## src/rtl/output_sr_sched.sv

```systemverilog
// Write scheduler for an output shift register: round-robin arbitration of two
// requesters against reserved word occupancy, with a flush/drain/hold sequence.
module output_sr_sched #(
    parameter int DWIDTH = 16,
    parameter int DEPTH  = 4
) (
    input  logic                  clk,
    input  logic                  reset,
    input  logic                  req0,
    input  logic                  req1,
    input  logic                  dbl0,
    input  logic                  dbl1,
    input  logic [2*DWIDTH-1:0]   din0,
    input  logic [2*DWIDTH-1:0]   din1,
    output logic                  gnt0,
    output logic                  gnt1,
    output logic [2*DWIDTH-1:0]   sr_data_in,
    output logic                  sr_wen_w1,
    output logic                  sr_wen_w2,
    input  logic                  sr_valid,
    output logic                  sr_ren,
    input  logic                  out_ready,
    input  logic                  flush,
    output logic                  flush_done,
    output logic [3:0]            occupancy,
    output logic [1:0]            o_state
);

    typedef enum logic [1:0] {
        S_RUN   = 2'd0,
        S_FLUSH = 2'd1,
        S_HOLD  = 2'd2
    } state_t;

    state_t              r_state;
    logic [3:0]          r_occ;
    logic                r_last;
    logic [2*DWIDTH-1:0] r_data;
    logic                r_wen1;
    logic                r_wen2;
    logic                r_flush_done;

    logic [1:0] w_need0;
    logic [1:0] w_need1;
    logic       w_fit0;
    logic       w_fit1;
    logic       w_run_ok;
    logic       w_elig0;
    logic       w_elig1;
    logic       w_gnt0;
    logic       w_gnt1;
    logic       w_ren;
    logic [3:0] w_add;
    logic [3:0] w_occ_next;

    assign w_need0 = dbl0 ? 2'd2 : 2'd1;
    assign w_need1 = dbl1 ? 2'd2 : 2'd1;
    // Fit uses the registered count only; a pop in the same cycle is not credited.
    assign w_fit0  = ({1'b0, r_occ} + {3'b000, w_need0}) <= 5'(DEPTH);
    assign w_fit1  = ({1'b0, r_occ} + {3'b000, w_need1}) <= 5'(DEPTH);

    // No grant on the cycle RUN hands over to FLUSH.
    assign w_run_ok = reset & (r_state == S_RUN) & ~flush;
    assign w_elig0  = req0 & w_fit0 & w_run_ok;
    assign w_elig1  = req1 & w_fit1 & w_run_ok;
    // r_last = 1 means requester 1 was granted last, so requester 0 wins a tie.
    assign w_gnt0   = w_elig0 & (~w_elig1 | r_last);
    assign w_gnt1   = w_elig1 & (~w_elig0 | ~r_last);

    assign w_ren = reset & sr_valid & out_ready & (r_occ != 4'd0);

    always_comb begin
        w_add = 4'd0;
        if (w_gnt0) begin
            w_add = {2'b00, w_need0};
        end else if (w_gnt1) begin
            w_add = {2'b00, w_need1};
        end
    end

    assign w_occ_next = r_occ + w_add - {3'b000, w_ren};

    always_ff @(posedge clk or negedge reset) begin
        if (!reset) begin
            r_state      <= S_RUN;
            r_occ        <= 4'd0;
            r_last       <= 1'b1;
            r_data       <= '0;
            r_wen1       <= 1'b0;
            r_wen2       <= 1'b0;
            r_flush_done <= 1'b0;
        end else begin
            r_occ        <= w_occ_next;
            r_wen1       <= 1'b0;
            r_wen2       <= 1'b0;
            r_flush_done <= 1'b0;
            if (w_gnt0) begin
                r_last <= 1'b0;
                r_data <= din0;
                r_wen1 <= ~dbl0;
                r_wen2 <= dbl0;
            end else if (w_gnt1) begin
                r_last <= 1'b1;
                r_data <= din1;
                r_wen1 <= ~dbl1;
                r_wen2 <= dbl1;
            end
            case (r_state)
                S_RUN: begin
                    if (flush) begin
                        r_state <= S_FLUSH;
                    end
                end
                S_FLUSH: begin
                    // Drained only once nothing is reserved and no strobe is still in flight.
                    if ((r_occ == 4'd0) && !r_wen1 && !r_wen2) begin
                        r_state      <= S_HOLD;
                        r_flush_done <= 1'b1;
                    end
                end
                S_HOLD: begin
                    if (!flush) begin
                        r_state <= S_RUN;
                    end
                end
                default: r_state <= S_RUN;
            endcase
        end
    end

    assign gnt0       = w_gnt0;
    assign gnt1       = w_gnt1;
    assign sr_ren     = w_ren;
    assign sr_data_in = r_data;
    assign sr_wen_w1  = r_wen1;
    assign sr_wen_w2  = r_wen2;
    assign flush_done = r_flush_done;
    assign occupancy  = r_occ;
    assign o_state    = r_state;

endmodule

```

## config.mk

```make
export PLATFORM = sky130hd
export DESIGN_NAME = output_sr_sched
export DESIGN_NICKNAME = d
export VERILOG_FILES = /design/src/rtl/output_sr_sched.sv
export SDC_FILE = /design/constraint.sdc
export NUM_CORES = 1
export LEC_CHECK = 0
export CELL_PAD_IN_SITES_DETAIL_PLACEMENT = 1
export CELL_PAD_IN_SITES_GLOBAL_PLACEMENT = 1
export CORE_ASPECT_RATIO = 0.5
export CORE_MARGIN = 3
export CORE_UTILIZATION = 27
export DETAILED_ROUTE_END_ITERATION = 8
export PLACE_DENSITY = 0.79
export RECOVER_POWER = 50
export SLEW_MARGIN = 5
export SYNTH_ARGS = -nofsm -noshare
export SYNTH_HDL_FRONTEND = slang
export SYNTH_SLANG_ARGS = --single-unit
```

## constraint.sdc

```tcl
create_clock -name clk -period 3.13 [get_ports clk]
set_input_delay 0.4695 -clock clk [delete_from_list [all_inputs] [get_ports clk]]
set_output_delay 0.4695 -clock clk [all_outputs]
set_load 0.01 [all_outputs]
```

==> metrics.cfg <==
[yosys]
synth_cells = 189
ys_async_sr_fraction = 1.00
yosysTopAreaCell = dfrtp_1
ys_seq_area_frac = 0.462
syn_avg_cell_area_um2 = 12.1
ys_ff_latch = 42
synthTopCellsByArea = dfrtp_1 45%, o221a_2 13%, nand2b_1 9.6%
ys_warn_count = 0
synth_fp_nets = 276
synthesis.area_um2 = 2280
synth-edff-count = 0
synthDistinctLibCells = 35
ys.flop_type = dfrtp_1
yosys.area.top_type_share = 0.450

[global_route]
grtUsageMet2 = 0.335
grt_use_met3 = 0.0284
top_usage_layer = met2
overflow = 0
grt_first_pass_wirelength_um = 13000
grt_pass1_vias = 2412
antenna_found_initial = 0
track_usage = 0.172
grt_max_degree = 44
grt_use_met1 = 0.194

[timing]
rsz0062_at_grt = true
timing.final.ws_setup_ps = -48.8
final_hold_viol_count = 0
tightest_slew_ps = 564
min_period_over_period = 1.02
hold_slack_ps = 342
skew_ps = 4.54
setup_viol = 3
fin_crit_ps = 3180
fmax_mhz = 315
relSlewSlack = 0.624
slew_violations = 0

[critical_path]
rrSetupSlack_ps = -50
crit_chain = ha_4 > inv_2 > fa_2 > nor2b_4 > o2111ai_4 > a311oi_4 > buf_4 > nand2_2 > a21boi_1 > ha_1 > inv_2 > ha_4 > fa_2 > xor2_1
r2r-start = occupancy[0]
worstPathArrival_ps = 3340
cpPeakStageDelay_ps = 520
endpoint_kind = flip-flop
r2r_cells = 14
critPathLaunchType = flip-flop
path_class = reg -> reg
cp_max_fo = 3
timing.rr.end = occupancy[2]
critPathSlowestCell = fa_2
critPathRequiredTime_ps = 3290

[place]
routabilityCongestion = 0.801
dp_hpwl_um = 6250
io_buffers = 116

[cts]
clock_latency_ps = 290
cts_tree = built
cts_root_buf = clkbuf_16
cts_buffers = 5
htreeDepth = 2
cts.sinks = 42
clockBufferDepth = 2
clk_pin_slew_ps = 60

[detailed_routing]
drc = 0
routedWlPerCell_um = 20.1
ant_nets = 0
drtIter0Drc = 91
routed_wl_um = 8790
via_per_inst = 4.86
routed-via-count = 2130
first_pass_iters = 4

[pwr]
powerDensity_nw_per_um2 = 827
peakVddDrop_uv = 233
leakage_nw = 1.61

[finish]
fin_util = 0.513
area_delta_synth_final_pct = 74.2
layout_commonest_cell = clkdlybuf4s50_1
ff_latch_area_um2 = 1050
multi_input_area_um2 = 1200
layout_common_cells = 93 x clkdlybuf4s50_1, 40 x dfrtp_1, 34 x nand2b_1
fillers = 798
n_antenna_cell = 0
nNetsFinal = 416
drive_above_1_share = 0.276

[run_status]
violations = setup timing
status = complete, but fails checks

[floorplanning]
fp-row-count = 22
pin_count = 117
core_area_um2 = 7730
dieArea_um2 = 9640
die_x_um = 136
initial_core_util = 0.295
die_h_um = 71.0

[flow_run]
cap_violations = 0

[min_path]
holdCritPathClass = in -> async

==> flip-flops by register name, indices dropped and copies added (netlist names) <==
name	cells
occupancy	4
o_state	2
sr_data_in	32
sr_wen_w2	1
r_last	1
flush_done	1
sr_wen_w1	1
==> worst max path at each step <==
stage / start / endpoint / depth (start not counted)
after floorplan: dbl0 / occupancy[3] / 16
after global placement: dbl0 / occupancy[2] / 15
after detailed placement: dbl0 / occupancy[3] / 16
after CTS: occupancy[0] / occupancy[2] / 14
after global routing: occupancy[0] / occupancy[2] / 14
final: occupancy[0] / occupancy[2] / 14
==> cells in the mapped netlist (2+ instances only) <==
master	number
xor2_1	3
o221a_1	5
o221a_2	27
buf_6	5
a21o_1	2
buf_4	2
fa_1	3
dfrtp_1	41
a21boi_0	2
buf_2	4
o21ai_0	4
nand2_1	4
nor2_1	2
a21oi_1	4
nand3_1	4
inv_1	13
a21boi_1	2
nand2b_1	35
ha_1	11
==> final cells by class <==
| cell class | count | share of cell area |
|---|---|---|
| sequential | 42 | 0.265 |
| tap | 108 | 0.0340 |
| timing repair buffer | 144 | 0.341 |
| clock inverter | 1 | 0.00756 |
| multi-input combinational | 123 | 0.303 |
| clock buffer | 7 | 0.0334 |
| inverter | 13 | 0.0148 |
==> power by group <==
group          switching, mW  leakage, nW  internal [mW]  total [mW]
clock network          0.214       0.0781          0.377       0.592
registers              0.211        0.504          0.807        1.02
logic                  0.692         1.03          0.980        1.67
==> critical path: cells and delay by family, from the launching register on <==
family                     cells  cell delay (ps)
adders and majority gates      5             1440
buffers and inverters          3              250
and+or+nand+nor                2              210
xor gates and xnor gates       1              160
DFF                            1              430
AOI/OAI and AO/OA              3              550
==> stage by stage <==
step	cells	TNS, ps	cell area [um2]	worst slack [ps]	total power, mW
final	438	-73.7	3970	-48.8	3.28
after global routing	438	-472	3970	-167	3.48
after CTS	434	-1.85	3920	-1.85	3.28
after detailed placement	421	-7240	3720	-596	2.65
after global placement	421	-3390	3720	-496	2.56
after floorplan	189	-313	2370	-113	1.77
==> per-layer routing <==
layer  routed length (um)  share of wire
met5                    0              0
met4                  131          0.015
met3                  209          0.024
met2                 4950           0.56
met1                 3510           0.40
==> timing repair <==
item	4_1_cts	5_1_grt
gates cloned	0	0
setup buffers	5	4
endpoints found under the setup margin	6	4
resized for setup	9	10
hold buffers	0	0
pin swaps	2	7
==> kinds of logic after synthesis <==
group	after synthesis	synth area share
buf+inv	24	0.0615
xor+xnor	4	0.0154
simple gates	52	0.144
fa+ha+maj	14	0.0868
compound gates	53	0.230
flops	42	0.462
No activity file was read; power rests on OpenSTA's default activity.
